<file path="src/rtl/man_link_pkg.sv">
// Shared definitions for the Manchester link supervisor.
//   STATE_W/TIMER_W/CNT_W : field widths
//   S_*                   : link_state encodings exposed to the host
//   DEF_*                 : default timing constants in 20 MHz cycles
package man_link_pkg;

    localparam int unsigned STATE_W = 3;
    localparam int unsigned TIMER_W = 20;
    localparam int unsigned CNT_W   = 8;

    localparam logic [STATE_W-1:0] S_IDLE      = 3'd0;
    localparam logic [STATE_W-1:0] S_RESET_DET = 3'd1;
    localparam logic [STATE_W-1:0] S_ACQUIRE   = 3'd2;
    localparam logic [STATE_W-1:0] S_QUALIFY   = 3'd3;
    localparam logic [STATE_W-1:0] S_LINKED    = 3'd4;
    localparam logic [STATE_W-1:0] S_HOLDOFF   = 3'd5;

    typedef enum logic [STATE_W-1:0] {
        ST_IDLE      = S_IDLE,
        ST_RESET_DET = S_RESET_DET,
        ST_ACQUIRE   = S_ACQUIRE,
        ST_QUALIFY   = S_QUALIFY,
        ST_LINKED    = S_LINKED,
        ST_HOLDOFF   = S_HOLDOFF
    } state_t;

    localparam logic [TIMER_W-1:0] DEF_RST_CYC     = 20'd4;
    localparam logic [TIMER_W-1:0] DEF_ACQ_TIMEOUT = 20'd200000;
    localparam logic [TIMER_W-1:0] DEF_QUAL_CYC    = 20'd2000;
    localparam logic [TIMER_W-1:0] DEF_DROP_CYC    = 20'd40;
    localparam logic [TIMER_W-1:0] DEF_HOLD_CYC    = 20'd20000;

endpackage

</file>
<file path="src/rtl/man_link_ctrl_if.sv">
// Host/detector-facing signal bundle of the link supervisor.
//   master : host + detector side (drives enables and detector verdicts)
//   slave  : supervisor side (drives detector reset, decoder enable, status)
interface man_link_ctrl_if;
    import man_link_pkg::*;

    logic               link_en;
    logic               cnt_clr;
    logic               lock_stat;
    logic               pulse_err;
    logic               det_clr_n;
    logic               dec_en;
    logic               link_up;
    logic [STATE_W-1:0] link_state;
    logic [CNT_W-1:0]   err_cnt;
    logic [CNT_W-1:0]   relock_cnt;

    modport master (
        output link_en, cnt_clr, lock_stat, pulse_err,
        input  det_clr_n, dec_en, link_up, link_state, err_cnt, relock_cnt
    );

    modport slave (
        input  link_en, cnt_clr, lock_stat, pulse_err,
        output det_clr_n, dec_en, link_up, link_state, err_cnt, relock_cnt
    );

endinterface

</file>
<file path="src/rtl/sat_cnt8.sv">
// 8-bit saturating event counter; synchronous clear beats increment.
//   clk_20M : clock            clr     : async active-low reset
//   inc     : count one event  cnt_clr : synchronous clear
//   cnt     : registered count, holds at 255
module sat_cnt8
    import man_link_pkg::*;
(
    input  logic             clk_20M,
    input  logic             clr,
    input  logic             inc,
    input  logic             cnt_clr,
    output logic [CNT_W-1:0] cnt
);

    always_ff @(posedge clk_20M or negedge clr) begin
        if (!clr) begin
            cnt <= '0;
        end else if (cnt_clr) begin
            cnt <= '0;
        end else if (inc && (cnt != '1)) begin
            cnt <= cnt + CNT_W'(1);
        end
    end

endmodule

</file>
<file path="src/rtl/man_link_ctrl.sv">
// Link supervisor for one Manchester receive channel: re-arms the lock
// detector, qualifies its verdicts over time, gates the decoder and keeps
// failure/relock statistics.
//   clk_20M : 20 MHz clock     clr : async active-low reset
//   bus     : slave side of man_link_ctrl_if (host controls, detector
//             verdicts, detector reset, decoder enable, status, counters)
module man_link_ctrl
    import man_link_pkg::*;
#(
    parameter logic [TIMER_W-1:0] RST_CYC     = DEF_RST_CYC,
    parameter logic [TIMER_W-1:0] ACQ_TIMEOUT = DEF_ACQ_TIMEOUT,
    parameter logic [TIMER_W-1:0] QUAL_CYC    = DEF_QUAL_CYC,
    parameter logic [TIMER_W-1:0] DROP_CYC    = DEF_DROP_CYC,
    parameter logic [TIMER_W-1:0] HOLD_CYC    = DEF_HOLD_CYC
) (
    input  logic            clk_20M,
    input  logic            clr,
    man_link_ctrl_if.slave  bus
);

    state_t             state_q, state_d;
    logic [TIMER_W-1:0] timer_q, timer_d;
    logic [TIMER_W-1:0] drop_q, drop_d;
    logic               det_clr_n_q, det_clr_n_d;
    logic               dec_en_q, dec_en_d;
    logic               link_up_q, link_up_d;
    logic               err_inc, relock_inc, good;

    // State, timers and registered outputs
    always_ff @(posedge clk_20M or negedge clr) begin
        if (!clr) begin
            state_q     <= ST_IDLE;
            timer_q     <= '0;
            drop_q      <= '0;
            det_clr_n_q <= 1'b0;
            dec_en_q    <= 1'b0;
            link_up_q   <= 1'b0;
        end else begin
            state_q     <= state_d;
            timer_q     <= timer_d;
            drop_q      <= drop_d;
            det_clr_n_q <= det_clr_n_d;
            dec_en_q    <= dec_en_d;
            link_up_q   <= link_up_d;
        end
    end

    // Next state, counter events and next output values
    always_comb begin
        state_d     = state_q;
        drop_d      = '0;
        err_inc     = 1'b0;
        relock_inc  = 1'b0;
        good        = bus.lock_stat && !bus.pulse_err;

        if (!bus.link_en) begin
            state_d = ST_IDLE;
        end else begin
            unique case (state_q)
                ST_IDLE: state_d = ST_RESET_DET;
                ST_RESET_DET: begin
                    if (timer_q == RST_CYC - TIMER_W'(1)) state_d = ST_ACQUIRE;
                end
                ST_ACQUIRE: begin
                    // Lock is checked first so it wins in the timeout cycle
                    if (good) begin
                        state_d = ST_QUALIFY;
                    end else if (bus.pulse_err || (timer_q == ACQ_TIMEOUT - TIMER_W'(1))) begin
                        state_d = ST_HOLDOFF;
                        err_inc = 1'b1;
                    end
                end
                ST_QUALIFY: begin
                    if (!good) begin
                        state_d = ST_HOLDOFF;
                        err_inc = 1'b1;
                    end else if (timer_q == QUAL_CYC - TIMER_W'(1)) begin
                        state_d = ST_LINKED;
                    end
                end
                ST_LINKED: begin
                    // Idle line (no lock, no error) is treated as a bad cycle too
                    if (!good) begin
                        if (drop_q == DROP_CYC - TIMER_W'(1)) begin
                            state_d    = ST_HOLDOFF;
                            relock_inc = 1'b1;
                        end else begin
                            drop_d = drop_q + TIMER_W'(1);
                        end
                    end
                end
                ST_HOLDOFF: begin
                    if (timer_q == HOLD_CYC - TIMER_W'(1)) state_d = ST_RESET_DET;
                end
                default: state_d = ST_IDLE;
            endcase
        end

        timer_d     = (state_d == state_q) ? timer_q + TIMER_W'(1) : '0;
        det_clr_n_d = !((state_d == ST_IDLE) || (state_d == ST_RESET_DET));
        dec_en_d    = (state_d == ST_LINKED);
        link_up_d   = (state_d == ST_LINKED);
    end

    sat_cnt8 u_err_cnt (
        .clk_20M (clk_20M),
        .clr     (clr),
        .inc     (err_inc),
        .cnt_clr (bus.cnt_clr),
        .cnt     (bus.err_cnt)
    );

    sat_cnt8 u_relock_cnt (
        .clk_20M (clk_20M),
        .clr     (clr),
        .inc     (relock_inc),
        .cnt_clr (bus.cnt_clr),
        .cnt     (bus.relock_cnt)
    );

    assign bus.det_clr_n  = det_clr_n_q;
    assign bus.dec_en     = dec_en_q;
    assign bus.link_up    = link_up_q;
    assign bus.link_state = state_q;

endmodule

</file>
<file path="src/flat_wrapper.sv">
// flat-port wrapper written by rule: the top's interface ports become plain ports
module man_link_ctrl_flat import man_link_pkg::*;
#(
    parameter logic [TIMER_W-1:0] RST_CYC     = DEF_RST_CYC,
    parameter logic [TIMER_W-1:0] ACQ_TIMEOUT = DEF_ACQ_TIMEOUT,
    parameter logic [TIMER_W-1:0] QUAL_CYC    = DEF_QUAL_CYC,
    parameter logic [TIMER_W-1:0] DROP_CYC    = DEF_DROP_CYC,
    parameter logic [TIMER_W-1:0] HOLD_CYC    = DEF_HOLD_CYC
)
  (clk_20M, clr, bus_link_en, bus_cnt_clr, bus_lock_stat, bus_pulse_err, bus_det_clr_n, bus_dec_en, bus_link_up, bus_link_state, bus_err_cnt, bus_relock_cnt);
  man_link_ctrl_if bus_i ();
  input  logic clk_20M;
  input  logic clr;
  input wire logic [$bits(bus_i.link_en)-1:0] bus_link_en;
  input wire logic [$bits(bus_i.cnt_clr)-1:0] bus_cnt_clr;
  input wire logic [$bits(bus_i.lock_stat)-1:0] bus_lock_stat;
  input wire logic [$bits(bus_i.pulse_err)-1:0] bus_pulse_err;
  output wire logic [$bits(bus_i.det_clr_n)-1:0] bus_det_clr_n;
  output wire logic [$bits(bus_i.dec_en)-1:0] bus_dec_en;
  output wire logic [$bits(bus_i.link_up)-1:0] bus_link_up;
  output wire logic [$bits(bus_i.link_state)-1:0] bus_link_state;
  output wire logic [$bits(bus_i.err_cnt)-1:0] bus_err_cnt;
  output wire logic [$bits(bus_i.relock_cnt)-1:0] bus_relock_cnt;
  assign bus_i.link_en = bus_link_en;
  assign bus_i.cnt_clr = bus_cnt_clr;
  assign bus_i.lock_stat = bus_lock_stat;
  assign bus_i.pulse_err = bus_pulse_err;
  assign bus_det_clr_n = bus_i.det_clr_n;
  assign bus_dec_en = bus_i.dec_en;
  assign bus_link_up = bus_i.link_up;
  assign bus_link_state = bus_i.link_state;
  assign bus_err_cnt = bus_i.err_cnt;
  assign bus_relock_cnt = bus_i.relock_cnt;
  man_link_ctrl #(.RST_CYC(RST_CYC), .ACQ_TIMEOUT(ACQ_TIMEOUT), .QUAL_CYC(QUAL_CYC), .DROP_CYC(DROP_CYC), .HOLD_CYC(HOLD_CYC)) u_core (.clk_20M(clk_20M), .clr(clr), .bus(bus_i));
endmodule
</file>
<file path="config.mk">
export PLATFORM = sky130hd
export DESIGN_NAME = man_link_ctrl_flat
export DESIGN_NICKNAME = d
export VERILOG_FILES = /design/src/rtl/man_link_pkg.sv /design/src/rtl/man_link_ctrl_if.sv /design/src/rtl/sat_cnt8.sv /design/src/rtl/man_link_ctrl.sv /design/src/flat_wrapper.sv
export SDC_FILE = /design/constraint.sdc
export NUM_CORES = 1
export LEC_CHECK = 0
export CORE_MARGIN = 2
export CORE_UTILIZATION = 35
export DETAILED_ROUTE_END_ITERATION = 12
export PLACE_DENSITY = 0.52
export SYNTH_ARGS = -nofsm -noshare
export SYNTH_HDL_FRONTEND = slang
export SYNTH_SLANG_ARGS = --single-unit
</file>
<file path="constraint.sdc">
create_clock -name clk_20M -period 2.3 [get_ports clk_20M]
set_input_delay 0.46 -clock clk_20M [delete_from_list [all_inputs] [get_ports clk_20M]]
set_output_delay 0.46 -clock clk_20M [all_outputs]
set_load 0.02 [all_outputs]
</file>
Yosys cells after proc, flatten, opt, wreduce, memory -nomap -nowiden
Cells that the tools add are included.

Register bits: 61. Output and inout port bits: 22. Input bits: 6.

Equal/unequal tests: 15. Muxes and demuxes: 28. Add/sub/neg operators: 4. Reduce and logical (&&, ||, !) cells: 11.

Operators with widths (number): 2-to-1 mux 20 bit (5); adder 20 x 1 -> 20 bit, second input constant (2); 2-to-1 mux 8 bit (4); 2-to-1 mux 3 bit (9); equality test 20 x 11 -> 1 bit, second input constant (1); equality test 20 x 15 -> 1 bit, second input constant (1); equality test 20 x 18 -> 1 bit, second input constant (1); equality test 20 x 2 -> 1 bit, second input constant (1); equality test 20 x 6 -> 1 bit, second input constant (1); case mux 3 bit (6 select lines) (1); adder 8 x 1 -> 8 bit, second input constant (2); inequality test 8 bit, second input constant (2); equality test 3 bit, second input constant (3); 2-to-1 mux 1 bit (8); equality test 3 x 1 -> 1 bit, second input constant (2); equality test 3 x 2 -> 1 bit, second input constant (2); logical NOT 3 bit (2); nonzero test 2 bit (2); equality test 3 bit (1); logical AND 1 bit (3); logical NOT 1 bit (2); logical OR 1 bit (2); case mux 1 bit (2 select lines) (1).

Depth between registers and ports, before layout
Word-level depth: 9. Mapped depth: 8. Depth with buffers taken out: 7.

Modules after synthesis
From an unflattened synthesis, not the netlist that was laid out.

Cell total of the unflattened synthesis: 382. Area, all modules: 3478.3 sq um.

Modules (own cells, without submodules): man_link_ctrl (cells an instance 284, times used 1, seq. area each 1126.1 sq um, area an instance 2549.9 sq um); sat_cnt8 (cells an instance 49, times used 2, seq. area each 200.2 sq um, area an instance 464.2 sq um).

Worst setup path after synthesis
Ideal clock, no wire load.

Path type: reg2reg. Start point: register u_core.timer_q[16]. End point: register u_core.timer_q[10]. Arrival time: 1.990 ns. Cell stages (with the launch flop): 8. Path slack: 0.181 ns. Period minus slack after synthesis: 2.119 ns. Setup time: 0.129 ns. Cells stage by stage: dfrtp_1 -> or4_4 -> or3_4 -> nor3_4 -> a21oi_2 -> nor3b_4 -> buf_6 -> nor4_2.

Cells in the longest elaborated chain, start to end: 8. Elaborated cells between the ends (all ways): 15.

Ends and longest elaborated chain: from (decl) (RTL line man_link_ctrl.sv:22) `logic [TIMER_W-1:0] timer_q, timer_d;`; from (signal assigned) (RTL line man_link_ctrl.sv:40) `timer_q <= timer_d;`; equality test 20 x 18 -> 1 bit (RTL line man_link_ctrl.sv:68) `end else if (bus.pulse_err || (timer_q == ACQ_TIMEOUT - TIMER_W'(1))) begin`; logical OR 1 bit (RTL line man_link_ctrl.sv:68); 2-to-1 mux 3 bit (RTL line man_link_ctrl.sv:68); 2-to-1 mux 3 bit (RTL line man_link_ctrl.sv:66) `if (good) begin`; case mux 3 bit (6 select lines) * (RTL line man_link_ctrl.sv:59) `unique case (state_q)`; 2-to-1 mux 3 bit * (RTL line man_link_ctrl.sv:56) `if (!bus.link_en) begin`; equality test 3 bit * (RTL line man_link_ctrl.sv:99) `timer_d = (state_d == state_q) ? timer_q + TIMER_W'(1) : '0;`; 2-to-1 mux 20 bit * (RTL line man_link_ctrl.sv:99); net u_core.timer_d[10] (RTL line man_link_ctrl.sv:22).

The timed path passes the listed nets; every way through them passes the cells marked *. A chain may end at the register's enable or synchronous reset.

Final worst setup path
Start point: register u_core.timer_q[16]. End point: register u_core.timer_q[12].

Same word-level chain as after synthesis.

==> impl_metrics.xml <==
<?xml version="1.0" encoding="UTF-8"?>
<metrics>
  <group name="yosys">
    <metric name="synth_cell_type_count" unit="">56</metric>
    <metric name="largest_family_of_logic_cells_by_synthesized_area" unit="">simple AND/OR/NAND/NOR gates</metric>
    <metric name="synth_top_cells_by_count" unit="">dfrtp_1, nor2_1, xor2_1</metric>
    <metric name="fraction_of_synthesized_cell_area_in_xor_and_xnor_cells" unit="%">12.27</metric>
    <metric name="synth.cell_area" unit="µm²">3497</metric>
    <metric name="synth_enable_flop_cells" unit="">0</metric>
    <metric name="asyncSetResetFlopFracSynth" unit="%">100.0</metric>
    <metric name="ys_warnings" unit="">0</metric>
    <metric name="yosysMostFrequentCell" unit="">dfrtp_1</metric>
    <metric name="synth_fa_ha_area_share" unit="%">1.431</metric>
    <metric name="area_share_of_and_or_nand_nor_cells_after_synthesis" unit="%">32.56</metric>
    <metric name="postSynthCellCount" unit="">349</metric>
    <metric name="postSynthAreaPerCell" unit="µm²">10.02</metric>
    <metric name="yosysSeqAreaShare" unit="%">43.65</metric>
    <metric name="synth_largest_area_cell" unit="">dfrtp_1</metric>
    <metric name="synth_nets" unit="">359</metric>
    <metric name="compound_gate_portion_of_the_synthesized_area" unit="%">5.546</metric>
    <metric name="synth_top_area_share" unit="%">43.65</metric>
    <metric name="synth_mux_area_share" unit="%">0.6082</metric>
    <metric name="synth_flop_cell" unit="">dfrtp_1</metric>
    <metric name="number_of_synthesized_register_bits" unit="">61</metric>
    <metric name="ys_top_cells_by_area" unit="">dfrtp_1, xor2_1, nor4_2</metric>
  </group>
  <group name="setup_path">
    <metric name="crit_slowest_cell" unit="">or4_4</metric>
    <metric name="critical-path-top-delay-family" unit="">simple AND/OR/NAND/NOR gates</metric>
    <metric name="biggest_cell_delay_along_the_critical_path" unit="ns">0.54</metric>
    <metric name="setup.worst_path.start_class" unit="">flop</metric>
    <metric name="regToRegSetupSlack" unit="ns">0.05</metric>
    <metric name="crit_arrival" unit="ns">2.49</metric>
    <metric name="worst_ep_required_time" unit="ns">2.53</metric>
    <metric name="timing.critical_path.to_type" unit="">flop</metric>
    <metric name="type_of_the_worst_setup_path" unit="">flop to flop</metric>
    <metric name="cp_num_cells" unit="">8</metric>
    <metric name="cp.buffers_inverters" unit="">2</metric>
    <metric name="crit_path_max_fanout" unit="">10</metric>
    <metric name="timing.reg2reg.worst_path_depth" unit="">8</metric>
    <metric name="ordered_list_of_cells_on_the_worst_path" unit="">or4_4 -&gt; or3_4 -&gt; nor3_4 -&gt; o22ai_1 -&gt; a21oi_2 -&gt; buf_4 -&gt; buf_12 -&gt; nor4_4</metric>
  </group>
  <group name="placed_design">
    <metric name="port_bufs" unit="">27</metric>
    <metric name="dp_hpwl" unit="µm">5045</metric>
    <metric name="placedInstanceArea" unit="µm²">4059</metric>
    <metric name="gp_routability_congestion" unit="">0.7828</metric>
  </group>
  <group name="floorplan">
    <metric name="std_cell_rows" unit="">36</metric>
    <metric name="initial_utilization" unit="%">35.94</metric>
    <metric name="die_x" unit="µm">104.0</metric>
    <metric name="boundaryPins" unit="">28</metric>
    <metric name="design.core.area" unit="µm²">9729</metric>
    <metric name="die_h" unit="µm">104.0</metric>
    <metric name="die-area" unit="µm²">10810</metric>
  </group>
  <group name="cells_and_area">
    <metric name="synth_to_final_area_change" unit="%">28.44</metric>
    <metric name="final_area" unit="µm²">4492</metric>
    <metric name="nNetsFinal" unit="">416</metric>
    <metric name="insertedDiodeCount" unit="">0</metric>
    <metric name="fraction_of_final_layout_cells_sized_beyond_drive_strength_1" unit="%">22.20</metric>
  </group>
  <group name="clock_network">
    <metric name="postCtsHoldBufs" unit="">0</metric>
    <metric name="cts.reportedPaths.clkPinSlew" unit="ns">0.07</metric>
    <metric name="clockBufferDepth" unit="">2</metric>
    <metric name="cts_root_buffer" unit="">clkbuf_8</metric>
    <metric name="htree_num_levels" unit="">3</metric>
    <metric name="insertion_delay" unit="ns">0.35</metric>
    <metric name="tritoncts.num_buffers" unit="">9</metric>
    <metric name="clock_sink_count" unit="">61</metric>
    <metric name="cts_tree" unit="">done</metric>
  </group>
  <group name="route">
    <metric name="wire_per_inst" unit="µm">14.24</metric>
    <metric name="dr.pass1.iters" unit="">5</metric>
    <metric name="drc" unit="">0</metric>
    <metric name="route.final.wire_length" unit="µm">7733</metric>
    <metric name="ant_nets" unit="">0</metric>
    <metric name="drtIter0Drc" unit="">145</metric>
    <metric name="ratio_of_routed_vias_to_standard_cells" unit="">5.079</metric>
    <metric name="vias" unit="">2758</metric>
  </group>
  <group name="grt">
    <metric name="grt_pass1_vias" unit="">2622</metric>
    <metric name="antenna_found_initial" unit="">0</metric>
    <metric name="overflow_left_after_global_routing" unit="">0</metric>
    <metric name="track_usage" unit="%">14.63</metric>
    <metric name="grt_pass1_wl" unit="µm">12720</metric>
    <metric name="grt_max_degree" unit="">38</metric>
  </group>
  <group name="pwr">
    <metric name="vdd_ir_drop_max" unit="V">0.0002919</metric>
    <metric name="power.combinational.fraction" unit="%">17.3</metric>
    <metric name="clkPwrFrac" unit="%">42.2</metric>
    <metric name="p_leak" unit="nW">1.781</metric>
    <metric name="pwr-share-seq" unit="%">40.4</metric>
    <metric name="design_power_total" unit="mW">2.828</metric>
    <metric name="p_per_area" unit="nW/µm²">629.6</metric>
    <metric name="switching_share_of_total_power" unit="%">25.33</metric>
    <metric name="power.net_switching" unit="mW">0.7164</metric>
    <metric name="internal_power" unit="mW">2.112</metric>
  </group>
  <group name="timing">
    <metric name="finalHoldViolations" unit="">0</metric>
    <metric name="final-max-slew-violation-count" unit="">0</metric>
    <metric name="timing.fmax" unit="GHz">0.4438</metric>
    <metric name="setup_viol_count_final" unit="">0</metric>
    <metric name="setup_clock_skew_after_layout" unit="ns">0.006999</metric>
    <metric name="max_slew.worst_pin.slew" unit="ns">0.6409</metric>
    <metric name="min_period" unit="ns">2.254</metric>
    <metric name="maxSlewHeadroom" unit="%">57.14</metric>
    <metric name="post-route-period-util" unit="%">97.98</metric>
  </group>
  <group name="job">
    <metric name="timing.max_cap.violations" unit="">0</metric>
  </group>
  <group name="min_path">
    <metric name="timing.hold.worst.class" unit="">primary input to async pin</metric>
  </group>
  <group name="run_status">
    <metric name="run_status" unit="">completed</metric>
  </group>
</metrics>
## final cells by class
cell class | count | area (µm²)
Clock inverter | 4 | 95.09
Tap cell | 133 | 166.4
Clock buffer | 11 | 151.4
Inverter | 6 | 22.52
Timing Repair Buffer | 62 | 620.6
Multi-Input combinational cell | 266 | 1909
Sequential cell | 61 | 1526
Fill cell | 940 | 5238
## layout by cell type (no fill, tap or decap), types with 3 or more instances in the layout
master           count
nand3_1             15
clkbuf_8            11
nand4_1             19
a21oi_1              7
nor4_2              16
and3_1               9
nor2_1              47
dfrtp_1             61
nor2b_1              5
o21ai_0              6
bufinv_16            3
nor3_4               3
buf_4               27
nand2_1             30
nor4_4               3
nor3_1               5
clkdlybuf4s50_1     26
ha_1                 3
inv_1                6
nor4_1               4
xnor2_1             16
xor2_1              33
buf_12               4
and4_1               4
## cells by family (layout without fill, tap and decap cells)
| group | count (synthesis) | count (layout) |
|---|---|---|
| mux | 2 | 2 |
| xor+xnor | 49 | 49 |
| buf+inv | 22 | 83 |
| flops | 61 | 61 |
| compound gates | 28 | 28 |
| simple gates | 183 | 183 |
| fa+ha+maj | 4 | 4 |
## worst reg2reg max path, cell delays in order (launching register included)
cell	delay [ns]
dfrtp_1	0.38
or4_4	0.54
or3_4	0.38
nor3_4	0.21
o22ai_1	0.11
a21oi_2	0.13
buf_4	0.17
buf_12	0.17
nor4_4	0.06
## per-layer routing
| layer | vias to the layer above | wire length, µm | track usage (%) |
|---|---|---|---|
| met5 | - | 0 | 0 |
| met4 | 0 | 178 | 8.591 |
| met3 | 12 | 307 | 3.070 |
| met2 | 60 | 3553 | 22.32 |
| met1 | 1339 | 3693 | 19.15 |
| li1 | 1347 | - | - |
## path summary, 6_finish.rpt
check | startpoint | end
min in group clk_20M | u_core.drop_q[0]$_DFF_PN0_ | u_core.drop_q[0]$_DFF_PN0_
setup reg to reg | u_core.timer_q[16]$_DFF_PN0_ | u_core.timer_q[12]$_DFF_PN0_
hold / removal | clr | u_core.u_relock_cnt.cnt[2]$_DFFE_PN0P_
hold reg to reg | u_core.drop_q[0]$_DFF_PN0_ | u_core.drop_q[0]$_DFF_PN0_
max in group asynchronous | clr | u_core.drop_q[13]$_DFF_PN0_
setup / recovery | u_core.timer_q[16]$_DFF_PN0_ | u_core.timer_q[12]$_DFF_PN0_
## power by group through the flow
stage	Clock (mW)	Sequential [mW]	Combinational (mW)
after floorplan	0	1.17	0.265
after global routing	1.28	1.15	0.531
after global placement	0	1.16	0.409
after CTS	1.23	1.14	0.414
final	1.19	1.14	0.490
after detailed placement	0	1.16	0.412
## timing repair
item                                    CTS  global route
resized for setup                         0            12
buffers inserted                          0             5
endpoints found under the hold margin     0             0
endpoints found under the setup margin    0            20
## state kept, by name (all words and copies together), names as in the netlist
register                 cells
u_core.bus.dec_en            1
u_core.bus.det_clr_n         1
u_core.bus.link_state        3
u_core.drop_q               20
u_core.timer_q              20
u_core.u_err_cnt.cnt         8
u_core.u_relock_cnt.cnt      8
## stage by stage
stage / hold WS (ns) / setup TNS, ns / utilization [%] / setup slack, ns / std cells
floorplan: 0.1644 / 0 / - / 0.1806 / 349
global placement: 0.4409 / -0.3387 / 41.72 / -0.06878 / 519
detailed placement: 0.4488 / -0.2339 / 41.72 / -0.05512 / 519
CTS: 0.1256 / 0 / 44.25 / 0.07261 / 534
global route: 0.1539 / -0.3979 / 46.17 / -0.04335 / 543
finish: 0.1029 / 0 / 46.17 / 0.04648 / 543
(Power assumes the default switching activity.)
